--- src/rtl/bip_cpu_core.sv ---
// bip_cpu_core: multi-cycle accumulator CPU (FETCH -> EXEC [-> MEMRD] -> FETCH, absorbing HALT).
// Define BIP_CYCLE_COUNT_EN to add the saturating 16-bit cycle counter output o_cycles.
module bip_cpu_core #(
  parameter int PC_BITS      = 11,
  parameter int ADDRESS_BITS = 5,
  parameter int DATA_BITS    = 8
) (
  input  logic                    clk,
  input  logic                    rst,
  output logic [PC_BITS-1:0]      o_pm_addr,
  output logic                    o_pm_read,
  input  logic [15:0]             i_instr,
  output logic [ADDRESS_BITS-1:0] o_dm_addr,
  output logic                    o_dm_read,
  output logic                    o_dm_write,
  output logic [DATA_BITS-1:0]    o_dm_data,
  input  logic [DATA_BITS-1:0]    i_dm_data,
  output logic [DATA_BITS-1:0]    o_acc,
  output logic                    o_halt
`ifdef BIP_CYCLE_COUNT_EN
  ,
  output logic [15:0]             o_cycles
`endif
);

  localparam logic [4:0] OP_HLT  = 5'b00000;
  localparam logic [4:0] OP_STO  = 5'b00001;
  localparam logic [4:0] OP_LD   = 5'b00010;
  localparam logic [4:0] OP_LDI  = 5'b00011;
  localparam logic [4:0] OP_ADD  = 5'b00100;
  localparam logic [4:0] OP_ADDI = 5'b00101;
  localparam logic [4:0] OP_SUB  = 5'b00110;
  localparam logic [4:0] OP_SUBI = 5'b00111;

  typedef enum logic [1:0] {
    FETCH = 2'd0,
    EXEC  = 2'd1,
    MEMRD = 2'd2,
    HALT  = 2'd3
  } state_t;

  state_t                 state_reg, state_next;
  logic [PC_BITS-1:0]     pc_reg, pc_next;
  logic [DATA_BITS-1:0]   acc_reg, acc_next;
  logic [4:0]             op_reg, op_next;

  logic                    pm_read;
  logic                    dm_read;
  logic                    dm_write;
  logic [ADDRESS_BITS-1:0] dm_addr;

  logic [4:0]           opcode;
  logic [10:0]          operand;
  logic [DATA_BITS-1:0] imm;
  logic                 unused_operand;

  assign opcode         = i_instr[15:11];
  assign operand        = i_instr[10:0];
  assign imm            = operand[DATA_BITS-1:0];
  assign unused_operand = ^operand;

  always_ff @(posedge clk) begin
    if (!rst) begin
      state_reg <= FETCH;
      pc_reg    <= '0;
      acc_reg   <= '0;
      op_reg    <= '0;
    end else begin
      state_reg <= state_next;
      pc_reg    <= pc_next;
      acc_reg   <= acc_next;
      op_reg    <= op_next;
    end
  end

  always_comb begin
    state_next = state_reg;
    pc_next    = pc_reg;
    acc_next   = acc_reg;
    op_next    = op_reg;
    pm_read    = 1'b0;
    dm_read    = 1'b0;
    dm_write   = 1'b0;
    dm_addr    = '0;
    case (state_reg)
      FETCH: begin
        pm_read    = 1'b1;
        state_next = EXEC;
      end
      EXEC: begin
        dm_addr    = operand[ADDRESS_BITS-1:0];
        state_next = FETCH;
        pc_next    = pc_reg + PC_BITS'(1);
        case (opcode)
          OP_HLT: begin
            state_next = HALT;
            pc_next    = pc_reg;
          end
          OP_STO:  dm_write = 1'b1;
          OP_LDI:  acc_next = imm;
          OP_ADDI: acc_next = acc_reg + imm;
          OP_SUBI: acc_next = acc_reg - imm;
          OP_LD, OP_ADD, OP_SUB: begin
            // PC advances only once the memory operand has been consumed in MEMRD
            dm_read    = 1'b1;
            op_next    = opcode;
            state_next = MEMRD;
            pc_next    = pc_reg;
          end
          default: ;
        endcase
      end
      MEMRD: begin
        state_next = FETCH;
        pc_next    = pc_reg + PC_BITS'(1);
        case (op_reg)
          OP_LD:   acc_next = i_dm_data;
          OP_ADD:  acc_next = acc_reg + i_dm_data;
          OP_SUB:  acc_next = acc_reg - i_dm_data;
          default: ;
        endcase
      end
      HALT: ;
      default: state_next = FETCH;
    endcase
  end

  // Data memory strobes are masked during reset so a mid-instruction reset never touches memory
  assign o_dm_read  = dm_read & rst;
  assign o_dm_write = dm_write & rst;
  assign o_dm_addr  = dm_addr;
  assign o_pm_read  = pm_read;
  assign o_pm_addr  = pc_reg;
  assign o_dm_data  = acc_reg;
  assign o_acc      = acc_reg;
  assign o_halt     = (state_reg == HALT);

`ifdef BIP_CYCLE_COUNT_EN
  logic [15:0] cycles_reg;

  always_ff @(posedge clk) begin
    if (!rst) begin
      cycles_reg <= '0;
    end else if ((state_reg != HALT) && (cycles_reg != 16'hFFFF)) begin
      cycles_reg <= cycles_reg + 16'd1;
    end
  end

  assign o_cycles = cycles_reg;
`endif

endmodule

--- config.mk ---
export PLATFORM = sky130hd
export DESIGN_NAME = bip_cpu_core
export DESIGN_NICKNAME = d
export VERILOG_FILES = /design/src/rtl/bip_cpu_core.sv
export SDC_FILE = /design/constraint.sdc
export NUM_CORES = 1
export LEC_CHECK = 0
export BUFFER_PORTS_ARGS = -buffer_cell sky130_fd_sc_hd__buf_2
export CAP_MARGIN = 20
export CELL_PAD_IN_SITES_DETAIL_PLACEMENT = 0
export CELL_PAD_IN_SITES_GLOBAL_PLACEMENT = 1
export CORE_UTILIZATION = 35
export CTS_CLUSTER_DIAMETER = 60
export CTS_CLUSTER_SIZE = 28
export DETAILED_ROUTE_END_ITERATION = 8
export HOLD_SLACK_MARGIN = 0.12
export PLACE_DENSITY_LB_ADDON = 0.1
export SLEW_MARGIN = 20
export SYNTH_ARGS = -nofsm -noshare
export SYNTH_HDL_FRONTEND = slang
export SYNTH_SLANG_ARGS = --single-unit
export TNS_END_PERCENT = 50
--- constraint.sdc ---
create_clock -name clk -period 2.8 [get_ports clk]
set_input_delay 0.28 -clock clk [delete_from_list [all_inputs] [get_ports clk]]
set_output_delay 0.28 -clock clk [all_outputs]
set_load 0.02 [all_outputs]
Yosys cells after proc, flatten, opt, wreduce, memory -nomap -nowiden. Cells that the tools add are included.

Flip-flop bits (word level): 26. Word-level logic and storage cells: 49. Output and inout bits: 36. Bits of input ports: 26.

Add/sub/neg operators: 5. Bitwise operators: 2. Muxes and demuxes: 13. Equal/unequal tests: 16. Reduce and logical (&&, ||, !) cells: 9.

Operators by type and width (number): one-hot mux 8 bit (3 select lines) (2); equality test 5 x 3 -> 1 bit, second input constant (6); one-hot mux 11 bit (2 select lines) (1); adder 8 bit (2); one-hot mux 8 bit (2 select lines) (1); subtractor 8 bit (2); equality test 5 x 2 -> 1 bit, second input constant (3); adder 11 x 1 -> 11 bit, second input constant (1); two-way mux 11 bit (1); one-hot mux 2 bit (3 select lines) (1); equality test 5 x 1 -> 1 bit, second input constant (1); logical NOT 5 bit (1); two-way mux 1 bit (5); two-way mux 5 bit (1); equality test 2 bit, second input constant (2); inequality test 4 x 1 -> 1 bit, second input constant (1); inequality test 4 bit, second input constant (1); one-hot mux 2 bit (2 select lines) (1); AND reduction 2 bit (2); OR reduction 4 bit (1); AND reduction 3 bit (1); nonzero test 3 bit (1); OR reduction 3 bit (1); AND 1 bit (2); other kinds (4) (4).

Depth between registers and ports, before layout. Gate-level depths: netlist of run 1.

Depth in word-level cells: 5. Depth in mapped cells: 14. Gate-level depth less buffers: 12.

Least setup slack after synthesis of run 1. No wires, ideal clock.

Path kind: reg2reg. From: reg op_reg[0]. To: reg acc_reg[7] (netlist: o_acc[7]). Required time: 2741 ps. Arrival: 2939 ps. Slack: -198 ps. Path buffers: 1. Clock period less this slack: 2998 ps. Stages on the path, launching flop included: 12. Library setup time: 59 ps. Cells stage by stage: dfxtp_1 -> nor4b_4 -> and2_0 -> clkbuf_1 -> mux2i_1 -> ha_1 -> nor2b_1 -> o2111ai_1 -> a31oi_1 -> or3_2 -> a32oi_1 -> o31a_1.

Cells in the longest elaborated chain, start to end: 3. Elaborated cells on any way between the ends: 7. Those cells by class: eq/ne: 4; mux: 2; reduce/logical: 1.

Ends and longest elaborated chain: from (decl) (line 45) `logic [4:0] op_reg, op_next;`; from (signal assigned) (line 72) `op_reg <= op_next;`; equality test 5 x 3 -> 1 bit / equality test 5 x 2 -> 1 bit (equally long branches) (line 116) `case (op_reg)`; one-hot mux 8 bit (3 select lines) / inequality test 4 bit (equally long branches); one-hot mux 8 bit (2 select lines) / AND reduction 3 bit (equally long branches); to (signal assigned) (line 71) `acc_reg <= acc_next;`; to (decl) (line 44) `logic [DATA_BITS-1:0] acc_reg, acc_next;`.

Several ways; a longest one is shown, not always the timed one. A chain may end at the register's enable or synchronous reset.

Worst setup path after layout of run 1.
From: reg op_reg[4]. To: reg acc_reg[7] (netlist: o_acc[7]).

The elaborated chain is that of the path after synthesis.

==> results of run 1 <==
-- logic make-up (layout without fill, tap and decap cells) --
| family | Yosys count | after routing | synth area share, % |
|---|---|---|---|
| adders and majority gates | 24 | 24 | 13.2 |
| xor gates and xnor gates | 29 | 29 | 10.6 |
| AOI/OAI and AO/OA | 78 | 78 | 22.3 |
| muxes | 2 | 2 | 0.837 |
| and+or+nand+nor | 104 | 104 | 23.8 |
| DFF | 26 | 26 | 21.8 |
| buffers and inverters | 33 | 110 | 7.48 |
-- through the flow --
stage                     worst slack, ns  power, mW  hold WS [ns]  setup TNS, ns
after floorplan                   0.00932      0.678         0.439              0
after global placement            -0.0364      0.805         0.469        -0.0364
after detailed placement          -0.0678      0.807         0.477        -0.0819
after CTS                          0.0494       1.07         0.316              0
after global routing              -0.0455       1.14         0.330        -0.0492
final                               0.172       1.06         0.325              0
-- repair_timing --
item                                    4_1_cts  5_1_grt
gates cloned                                  0        0
pin swaps                                     0        1
endpoints found under the setup margin        1        4
resized for setup                             1        8
-- layout make-up --
| type | instances | area [um^2] |
|---|---|---|
| fill | 671 | 3450 |
| multi-input combinational | 237 | 1740 |
| timing repair buffer | 91 | 538 |
| sequential | 26 | 526 |
| tap | 77 | 96.3 |
| inverter | 15 | 56.3 |
| clock buffer | 4 | 55.1 |
-- cells in the mapped netlist (all sizes together) (2+ instances only) --
library cell,instances
o211ai,10
nor4,2
nand2,26
ha,22
nand2b,3
nor2,29
and2,8
a31oi,5
a21oi,23
buf,10
mux2i,2
o31ai,2
o31a,2
a21o,3
xor2,9
fa,2
nand3,7
o21a,7
nor3,9
and3,7
o21ai,11
clkbuf,8
nor4b,3
xnor2,20
inv,15
dfxtp,26
or4,3
-- worst max path at each step --
stage | from | to | slack, ns | cells after the start
6_report | op_reg[4]$_SDFFE_PN0P_ | o_acc[7]$_SDFFE_PN0P_ | 0.17 | 10
5_1_grt | op_reg[4]$_SDFFE_PN0P_ | o_acc[7]$_SDFFE_PN0P_ | -0.05 | 10
4_1_cts | op_reg[4]$_SDFFE_PN0P_ | o_acc[7]$_SDFFE_PN0P_ | 0.05 | 10
3_5_place_dp | i_instr[14] | o_acc[7]$_SDFFE_PN0P_ | -0.07 | 12
3_3_place_gp | i_instr[14] | o_acc[7]$_SDFFE_PN0P_ | -0.04 | 12
2_1_floorplan | i_instr[14] | o_acc[7]$_SDFFE_PN0P_ | 0.009 | 13
-- power groups by stage --
stage | clock [mW] | sequential (mW) | combinational [mW]
floorplan | 0 | 0.419 | 0.259
CTS | 0.267 | 0.403 | 0.398
global route | 0.287 | 0.405 | 0.451
finish | 0.258 | 0.402 | 0.404
global placement | 0 | 0.411 | 0.394
detailed placement | 0 | 0.412 | 0.395
-- per-layer routing --
layer / global-route usage (%) / wire length [um] / vias to the layer above
li1: - / - / 1204
met4: 3.70 / 46 / 0
met1: 25.5 / 3150 / 1086
met5: 0 / 0 / -
met2: 31.4 / 2960 / 40
met3: 2.65 / 189 / 5
==> metrics.md, run 1 <==
| Metric | Value |
|---|---|
| Clk buf depth | 2 |
| CP top delay family | simple AND/OR/NAND/NOR gates |
| Post-synthesis cell count | 296 |
| Final wirelength | 6.35 mm |
| Initial antenna violation count | 0 |
| DIE WIDTH | 84.7 um |
| Max reg flops | 11 |
| Pwr/cell area | 353 mW/mm^2 |
| Clock Latency Late Sink | 0.28 ns |
| Clk pin slew, worst setup/hold paths | 0.10 ns |
| Routed len/inst | 14.1 um |
| R2R cell count | 10 |
| Core ar. | 0.00646 mm^2 |
| Fin util | 46.6% |
| Post-CTS Setup Bufs | 0 |
| Crit end category | flip-flop |
| Synth top area share | 21.8% |
| Vias in the first global route | 2226 |
| WHS Endpoint | o_acc[7]$_SDFFE_PN0P_ |
| Critical path buffers and inverters | 0 |
| Die area | 0.00717 mm^2 |
| Syn_area_per_cell | 8.08 um^2 |
| Most common cell after layout, fill and taps aside | buf_2 |
| Top cells by area, synth | dfxtp_1 (22%), ha_1 (12%), xnor2_1 (7.3%), a21oi_1 (4.8%), nor2_1 (4.4%) |
| Clock power share | 24.3% |
| Ant. Diodes | 0 |
| Syn Std Cell Area | 0.00239 mm^2 |
| CTS Root Cell | clkbuf_8 |
| Register area share after synthesis | 21.8% |
| Comb power frac | 38.0% |
| Sw frac | 34.6% |
| Cell Chain, Critical Path | nor4b_4 -> and2_4 -> mux2i_4 -> ha_1 -> nor2b_4 -> o2111ai_2 -> a31oi_2 -> or3_4 -> a32oi_1 -> o31a_1 |
| Num ports | 62 |
| #FFs+latches synth | 26 |
| Most frequent cells in the layout | buf_2 (58), buf_4 (33), nor2_1 (28) |
| Crit path time final | 2.63 ns |
| Chip height | 84.7 um |
| Final period utilization | 93.9% |
| TritonCTS clock tree | done |
| Global-route usage over all layers | 18.7% |
| Clock Sinks | 26 |
| Status | completed |
| Post-Syn Nets | 346 |
| LEAKAGE | 1.39 nW |
| Max cap viols | 0 |
| Largest net degree at the start of global routing | 20 |
| Unrepaired setup endpoints after global routing | true |
| VDD IR-drop max | 0.206 mV |
| Hold path startpoint | rst |
| Routed vias | 2335 |
| Peak Freq | 380 MHz |
| Arr. time, crit path | 2.86 ns |
| Worst r2r src | op_reg[4]$_SDFFE_PN0P_ |
| Placed Cells | 446 |
| Initial Util | 37.0% |
| IO Port Bufs | 58 |
| Reg2reg setup slack | 0.17 ns |
| Final antenna-violating net count | 0 |
| Pre-antenna DRT Iters | 6 |
| Number of DRC markers in iteration 0 | 75 |
| Number of flops mapped to enable cells by yosys | 0 |
| H-Tree Depth | 1 |
| Hold_buf cts | 0 |
| Worst Path Max Fanout | 4 |
| Global route overflow | 0 |
| Cell Int Power | 0.696 mW |
| Vias per std cell | 5.19 |
| Crit path kind | reg2reg |
| Final hold violation count | 0 |
| Finished Layout Cells | 450 |
| Max Clock Skew | 0.00400 ns |
| Final setup viols | 0 |
| Worst-Margin Slew | 0.531 ns |
| Reg power frac | 37.8% |
| Max-slew headroom | 64.2% |
| Worst path slowest cell | dfxtp_4 |
| Slew Viols, Final | 0 |
| FFs w/ async S/R, synth | 0% |
| Reg2Reg Capture Point | o_acc[7]$_SDFFE_PN0P_ |
| Nets | 424 |
| # rows | 29 |
| Crit start category | flip-flop |
| Layout cells sized above 1 | 30.6% |
| First-pass GRT wire length | 10.7 mm |
| Fin area | 0.00301 mm^2 |
| CTS Buf Count | 3 |
| Placer congestion estimate | 0.886 |
| Min-Delay Path Depth | 2 |
| Post-DP HPWL | 5.08 mm |
| Post-synth top area cell | dfxtp_1 |
| Peak per-stage delay on the critical path | 0.36 ns |
| Placement Cell Area | 0.00293 mm^2 |
| Residual DRC count | 0 |
| Yosys cell types | 57 |
| Area Growth Syn to Fin | 26.0% |
| Net load switching power | 0.369 mW |
| Hold Crit Class | in2reg |
| Ys flop type | dfxtp_1 |
| YS warnings | 0 |
| Worst Path Required | 3.03 ns |
No activity file was read; power rests on OpenSTA's default activity.
==> inputs of run 2 (changes only) <==
- BUFFER_PORTS_ARGS: -buffer_cell sky130_fd_sc_hd__buf_2 -> -buffer_cell sky130_fd_sc_hd__buf_4
- CORE_ASPECT_RATIO: unset -> 0.9
==> run 2 against run 1 <==
  * Total power is 0.61% lower
  * Wire length is 2.4% higher
  * Clock skew is 0.0011 ns lower
  * Register-to-register slack worse by 0.098 ns
==> metrics.md, run 2 (synthesized netlist as in run 1, its figures left out) <==
| Metric | Value |
|---|---|
| Reg2Reg Capture Point | o_acc[7]$_SDFFE_PN0P_ |
| Core ar. | 0.00659 mm^2 (+2.0%) |
| Max-slew headroom | 67.6% (+3.4 points) |
| Residual DRC count | 0 (unchanged) |
| Clock Sinks | 26 (unchanged) |
| Max Clock Skew | 0.00288 ns (-0.00112 ns) |
| Number of DRC markers in iteration 0 | 93 (+24%) |
| Status | completed |
| Pwr/cell area | 339 mW/mm^2 (-3.9%) |
| Chip height | 80.4 um (-5.0%) |
| IO Port Bufs | 58 (unchanged) |
| Ant. Diodes | 0 (unchanged) |
| Layout cells sized above 1 | 29.0% (-1.6 points) |
| Global route overflow | 0 (unchanged) |
| # rows | 28 (-3.4%) |
| LEAKAGE | 1.39 nW (-0.49%) |
| Clock Latency Late Sink | 0.27 ns (about the same) |
| Area Growth Syn to Fin | 30.4% |
| Hold Crit Class | in2reg |
| Initial antenna violation count | 0 (unchanged) |
| Clk pin slew, worst setup/hold paths | 0.10 ns (about the same) |
| Finished Layout Cells | 459 (+2.0%) |
| Peak Freq | 367 MHz (-3.6%) |
| H-Tree Depth | 1 (unchanged) |
| DIE WIDTH | 89.1 um (+5.3%) |
| R2R cell count | 11 (+1) |
| Nets | 420 (-0.94%) |
| Max cap viols | 0 (unchanged) |
| Routed len/inst | 14.2 um (+0.35%) |
| Clk buf depth | 2 (unchanged) |
| Slew Viols, Final | 0 (unchanged) |
| Final wirelength | 6.50 mm (+2.4%) |
| Worst Path Max Fanout | 4 (unchanged) |
| Crit path time final | 2.73 ns (+0.0981 ns) |
| Die area | 0.00717 mm^2 (about the same) |
| Placed Cells | 455 (+2.0%) |
| Placer congestion estimate | 0.822 (-7.2%) |
| Post-DP HPWL | 5.17 mm (+1.9%) |
| Vias per std cell | 5.03 (-3.0%) |
| Num ports | 62 (unchanged) |
| Arr. time, crit path | 2.95 ns (+0.09 ns) |
| Fin area | 0.00312 mm^2 (+3.4%) |
| Most common cell after layout, fill and taps aside | buf_4 |
| Placement Cell Area | 0.00306 mm^2 (+4.5%) |
| Vias in the first global route | 2029 (-8.8%) |
| Hold_buf cts | 0 (unchanged) |
| Worst r2r src | op_reg[4]$_SDFFE_PN0P_ |
| Fin util | 47.3% (+0.67 points) |
| TritonCTS clock tree | done |
| CTS Buf Count | 3 (unchanged) |
| Final setup viols | 0 (unchanged) |
| Fillers | 690 (+2.8%) |
| Reg2reg setup slack | 0.07 ns (-0.10 ns) |
| Worst Path Required | 3.03 ns (about the same) |
| CTS Root Cell | clkbuf_8 |
| Most frequent cells in the layout | buf_4 (87), nor2_1 (28), nand2_1 (25) |
| Initial Util | 36.3% (-0.72 points) |
| Power Total | 1.06 mW (-0.61%) |
| Crit path kind | reg2reg |
| Unrepaired setup endpoints after global routing | true |
| Crit start category | flip-flop |
| Final period utilization | 97.4% (+3.5 points) |
| Global-route usage over all layers | 18.4% (-0.25 points) |
| Routed vias | 2311 (-1.0%) |
| First-pass GRT wire length | 10.1 mm (-5.5%) |
| CP Launch Point | op_reg[4]$_SDFFE_PN0P_ |
| Crit end category | flip-flop |
| Max reg flops | 11 (unchanged) |
| Worst-Margin Slew | 0.482 ns (-0.0487 ns) |
| Setup TNS | 0 ns (unchanged) |
| VDD IR-drop max | 0.192 mV (-6.6%) |
| Pre-antenna DRT Iters | 4 (-2) |
| Critical path endpoint | o_acc[7]$_SDFFE_PN0P_ |
| Largest net degree at the start of global routing | 20 (unchanged) |
| Final hold violation count | 0 (unchanged) |
| Final antenna-violating net count | 0 (unchanged) |
run 2: changes by cell type in the layout (fill, tap and decap cells not counted):
cell      previous run  this run
and2_4               1         0
mux2i_4              1         0
a31oi_2              1         0
o21ai_0              9        11
clkbuf_1             0         1
buf_2               58         0
mux2i_2              0         1
buf_4               33        87
clkbuf_8             4         3
a31oi_1              4         5
o21ai_1              2         0
and2_0               0         1
run 2: per-stage QoR:
step | setup slack (ns) | hold WS, ns
6_report | 0.0737 | 0.294
3_5_place_dp | -0.00772 | 0.490
4_1_cts | 0.0448 | 0.293
5_1_grt | -0.0378 | 0.293
3_3_place_gp | 0.00228 | 0.480
2_1_floorplan | 0.00932 | 0.439
run 2: cell type report:
class,count,area (um^2),area share (%)
flip-flops and latches,26,526,16.9
repair buffers,87,653,21.0
well taps,90,113,3.61
multi-input cells,237,1720,55.3
inverters,15,56.3,1.81
clock buffers,4,45.0,1.45
run 2: how the worst min path moves through the flow:
stage,start,to,slack [ns],cells after the start
6_report,rst,o_acc[7]$_SDFFE_PN0P_,0.29,2
5_1_grt,rst,o_acc[7]$_SDFFE_PN0P_,0.29,2
4_1_cts,rst,o_acc[7]$_SDFFE_PN0P_,0.29,2
3_5_place_dp,o_acc[0]$_SDFFE_PN0P_,o_acc[0]$_SDFFE_PN0P_,0.49,2
3_3_place_gp,o_acc[0]$_SDFFE_PN0P_,o_acc[0]$_SDFFE_PN0P_,0.48,2
2_1_floorplan,i_instr[12],op_reg[1]$_SDFFE_PN0P_,0.44,2
run 2: layer usage:
layer / up-vias / share of wire [%] / GRT usage (%)
met4: 0 / 0.29 / 1.90
met1: 1075 / 52 / 27.5
li1: 1197 / - / -
met2: 37 / 44 / 28.5
met3: 2 / 3.0 / 2.47
met5: - / 0 / 0
run 2: power by group:
group	switching (mW)	internal, mW	total (mW)	leakage, nW
registers	0.0206	0.382	0.402	0.213
logic	0.216	0.208	0.424	1.15
clock network	0.129	0.102	0.232	0.0228
run 2: critical path, stage by stage, from the launching register on:
cell       delay [ns]
dfxtp_4          0.36
nor4b_4          0.27
and2_0           0.15
buf_4            0.14
mux2i_2          0.28
ha_1             0.27
nor2b_4          0.13
o2111ai_2        0.23
a31oi_1          0.14
or3_4            0.33
a32oi_1          0.21
o31a_1           0.15
run 2: what timing repair did:
action,CTS,global route
setup endpoints to repair,0,3
setup buffers,0,0
resized for setup,0,2
==> inputs of run 3 (changes only) <==
- ABC_AREA: unset -> 1
- CORE_UTILIZATION: 35 -> 34
==> run 3 against run 2 <==
  * First-iteration DRC count decreased by 20%
  * Register-to-register slack improved by 0.14 ns
  * Clock skew up 0.013 ns
  * Sequential power rose by 3%
  * Critical path depth up 4
  * Via count rose by 10%
  * Synthesized cell count rose by 38%
  * Total power rose by 9.7%
  * Global-route usage decreased by 1.1 points
  * Wire length up 0.85%
  * Largest power group unchanged
==> metrics.md, run 3 <==
| Metric | Value |
|---|---|
| Crit start category | flip-flop |
| Post-synthesis cell count | 408 (+38%) |
| Vias per std cell | 4.56 (-9.5%) |
| Clock power share | 27.0% (+5.1 points) |
| Nets | 513 (+22%) |
| Max cap viols | 0 (unchanged) |
| Layout cells sized above 1 | 20.1% (-8.9 points) |
| Fin area | 0.00320 mm^2 (+2.6%) |
| Routed vias | 2542 (+10%) |
| Final antenna-violating net count | 0 (unchanged) |
| Pwr/cell area | 363 mW/mm^2 (+7.0%) |
| Placement Cell Area | 0.00311 mm^2 (+1.6%) |
| Peak Freq | 387 MHz (+5.4%) |
| Worst Path Required | 2.97 ns (-0.06 ns) |
| Hold_buf cts | 0 (unchanged) |
| Crit end category | flip-flop |
| Top cells by area, synth | dfxtp_1 (20%), nand2_1 (13%), ha_1 (10%), inv_1 (9.4%), xor2_1 (6.3%) |
| Finished Layout Cells | 558 (+22%) |
| CTS Buf Count | 3 (unchanged) |
| Post-synth top area cell | dfxtp_1 |
| Hold Crit Class | in2reg |
| Max-slew headroom | 69.7% (+2.1 points) |
| IO Port Bufs | 58 (unchanged) |
| Yosys cell types | 34 (-40%) |
| Cell Int Power | 0.754 mW (+9.0%) |
| Syn Std Cell Area | 0.00263 mm^2 (+10%) |
| Min-Delay Path Depth | 3 (+1) |
| LEAKAGE | 1.65 nW (+19%) |
| Most frequent cells in the layout | nand2_1 (92), inv_1 (65), buf_4 (63) |
| Power Total | 1.16 mW (+9.7%) |
| Post-DP HPWL | 5.44 mm (+5.2%) |
| Largest net degree at the start of global routing | 20 (unchanged) |
| Clock Latency Late Sink | 0.28 ns (about the same) |
| Dpl ws | 0.127 ns (+0.135 ns) |
| Crit path kind | reg2reg |
| Global-route usage over all layers | 17.3% (-1.1 points) |
| Synth top cells by count | nand2_1 (92), inv_1 (66), a21oi_1 (33), nor2_1 (28), nand3_1 (27) |
| WHS Endpoint | op_reg[1]$_SDFFE_PN0P_ |
| Worst Slack Setup Final | 0.213 ns (+0.139 ns) |
| Status | completed |
| Initial antenna violation count | 0 (unchanged) |
| Residual DRC count | 0 (unchanged) |
| Arr. time, crit path | 2.76 ns (-0.19 ns) |
| Clk pin slew, worst setup/hold paths | 0.10 ns (about the same) |
| Comb power frac | 37.4% (-2.7 points) |
| Ys flop type | dfxtp_1 |
| Final setup viols | 0 (unchanged) |
| Final hold violation count | 0 (unchanged) |
| Max Clock Skew | 0.0159 ns (+0.0130 ns) |
| Setup TNS | 0 ns (unchanged) |
| Global route overflow | 0 (unchanged) |
| Synth top area share | 19.8% (-2.0 points) |
| Hold Worst Slack | 0.296 ns (+0.00117 ns) |
| Clock Sinks | 26 (unchanged) |
| H-Tree Depth | 1 (unchanged) |
| Number of flops mapped to enable cells by yosys | 0 (unchanged) |
| Count leader, synth | nand2_1 |
| R2R cell count | 15 (+4) |
| Chip height | 85.5 um (+6.3%) |
| #FFs+latches synth | 26 (unchanged) |
| DIE WIDTH | 94.7 um (+6.3%) |
| Worst r2r src | op_reg[4]$_SDFFE_PN0P_ |
| CTS Root Cell | clkbuf_8 |
| Placer congestion estimate | 0.824 (+0.21%) |
| Reg2Reg Capture Point | o_acc[6]$_SDFFE_PN0P_ |
| Register area share after synthesis | 19.8% (-2.0 points) |
| TritonCTS clock tree | done |
| Die area | 0.00810 mm^2 (+13%) |
| Final wirelength | 6.56 mm (+0.85%) |
| Ant. Diodes | 0 (unchanged) |
| Num ports | 62 (unchanged) |
| Core ar. | 0.00751 mm^2 (+14%) |
| Unrepaired setup endpoints after global routing | false |
| Most common cell after layout, fill and taps aside | nand2_1 |
| Pre-antenna DRT Iters | 4 (unchanged) |
| Reg2reg setup slack | 0.21 ns (+0.14 ns) |
| Number of DRC markers in iteration 0 | 74 (-20%) |
| Area Growth Syn to Fin | 21.5% |
| Vias in the first global route | 2393 (+18%) |
| Hold path startpoint | i_instr[12] |
| Placed Cells | 553 (+22%) |
| Max reg flops | 11 (unchanged) |
| Sw frac | 35.0% (+0.41 points) |
| Initial Util | 35.1% (-1.3 points) |
| First-pass GRT wire length | 11.2 mm (+11%) |
| Fin util | 42.6% (-4.7 points) |
| Reg power frac | 35.6% (-2.4 points) |
| Worst Path Max Fanout | 5 (+1) |
| Worst-Margin Slew | 0.450 ns (-0.0319 ns) |
| # rows | 30 (+7.1%) |
| YS warnings | 0 (unchanged) |
| VDD IR-drop max | 0.207 mV (+7.6%) |
| Net load switching power | 0.406 mW (+11%) |
| Syn_area_per_cell | 6.45 um^2 (-20%) |
| Crit path time final | 2.59 ns (-0.139 ns) |
| Clk buf depth | 2 (unchanged) |
| FFs w/ async S/R, synth | 0% (unchanged) |
| Final period utilization | 92.4% (-5.0 points) |
| Slew Viols, Final | 0 (unchanged) |
| Routed len/inst | 11.8 um (-17%) |
| Post-Syn Nets | 458 (+32%) |
==> run 3: logic make-up (layout without fill, tap and decap cells) <==
| logic type | count (synthesis) | after routing | share of synthesized area, % |
|---|---|---|---|
| buffers and inverters | 85 | 139 | 14.4 |
| adder cells (fa/ha/maj) | 24 | 24 | 12.0 |
| AND/OR/NAND/NOR | 182 | 182 | 31.9 |
| flip-flops | 26 | 26 | 19.8 |
| XOR/XNOR | 22 | 22 | 7.32 |
| AO/OA/AOI/OAI | 69 | 69 | 14.6 |
==> run 3: area by class of cell <==
type	count	area, um^2
fill	835	4310
multi-input combinational	297	1740
sequential	26	520
timing repair buffer	63	473
inverter	72	275
tap	96	120
clock buffer	3	41.3
clock inverter	1	30.0
==> run 3: metal layers <==
| layer | GRT usage, % | share of wire, % |
|---|---|---|
| met3 | 2.42 | 4.1 |
| met5 | 0 | 0 |
| met4 | 2.89 | 0.47 |
| met1 | 26.3 | 55 |
| met2 | 26.0 | 40 |
==> run 3: how the worst max path moves through the flow <==
stage | to | depth (start not counted) | startpoint
after floorplan | o_acc[7]$_SDFFE_PN0P_ | 16 | op_reg[0]$_SDFFE_PN0P_
after global placement | o_acc[7]$_SDFFE_PN0P_ | 16 | op_reg[0]$_SDFFE_PN0P_
after detailed placement | o_acc[6]$_SDFFE_PN0P_ | 14 | op_reg[3]$_SDFFE_PN0P_
after CTS | o_acc[6]$_SDFFE_PN0P_ | 14 | op_reg[4]$_SDFFE_PN0P_
after global routing | o_acc[6]$_SDFFE_PN0P_ | 15 | op_reg[4]$_SDFFE_PN0P_
final | o_acc[6]$_SDFFE_PN0P_ | 15 | op_reg[4]$_SDFFE_PN0P_
==> run 3: critical path: stages (launching register included) <==
cell	delay, ns
dfxtp_1	0.34
nor2_1	0.16
nand4_1	0.11
buf_4	0.17
nand2_1	0.08
o21ai_0	0.11
xor2_1	0.16
ha_1	0.37
nand2_1	0.08
or2_2	0.29
nand3_1	0.09
nor2_1	0.04
o21ai_0	0.25
nand3_1	0.11
nand2_1	0.08
inv_1	0.04
==> run 3: power by group through the flow <==
stage	Combinational [mW]	Clock, mW	Sequential (mW)
2_1_floorplan	0.304	0	0.429
5_1_grt	0.496	0.340	0.417
4_1_cts	0.437	0.322	0.414
3_5_place_dp	0.435	0	0.422
3_3_place_gp	0.436	0	0.422
6_report	0.434	0.313	0.413
==> run 3: repair_timing <==
action                     in CTS  in global routing
setup endpoints to repair       0                  3
setup buffers                   0                  1
resized for setup               0                  2
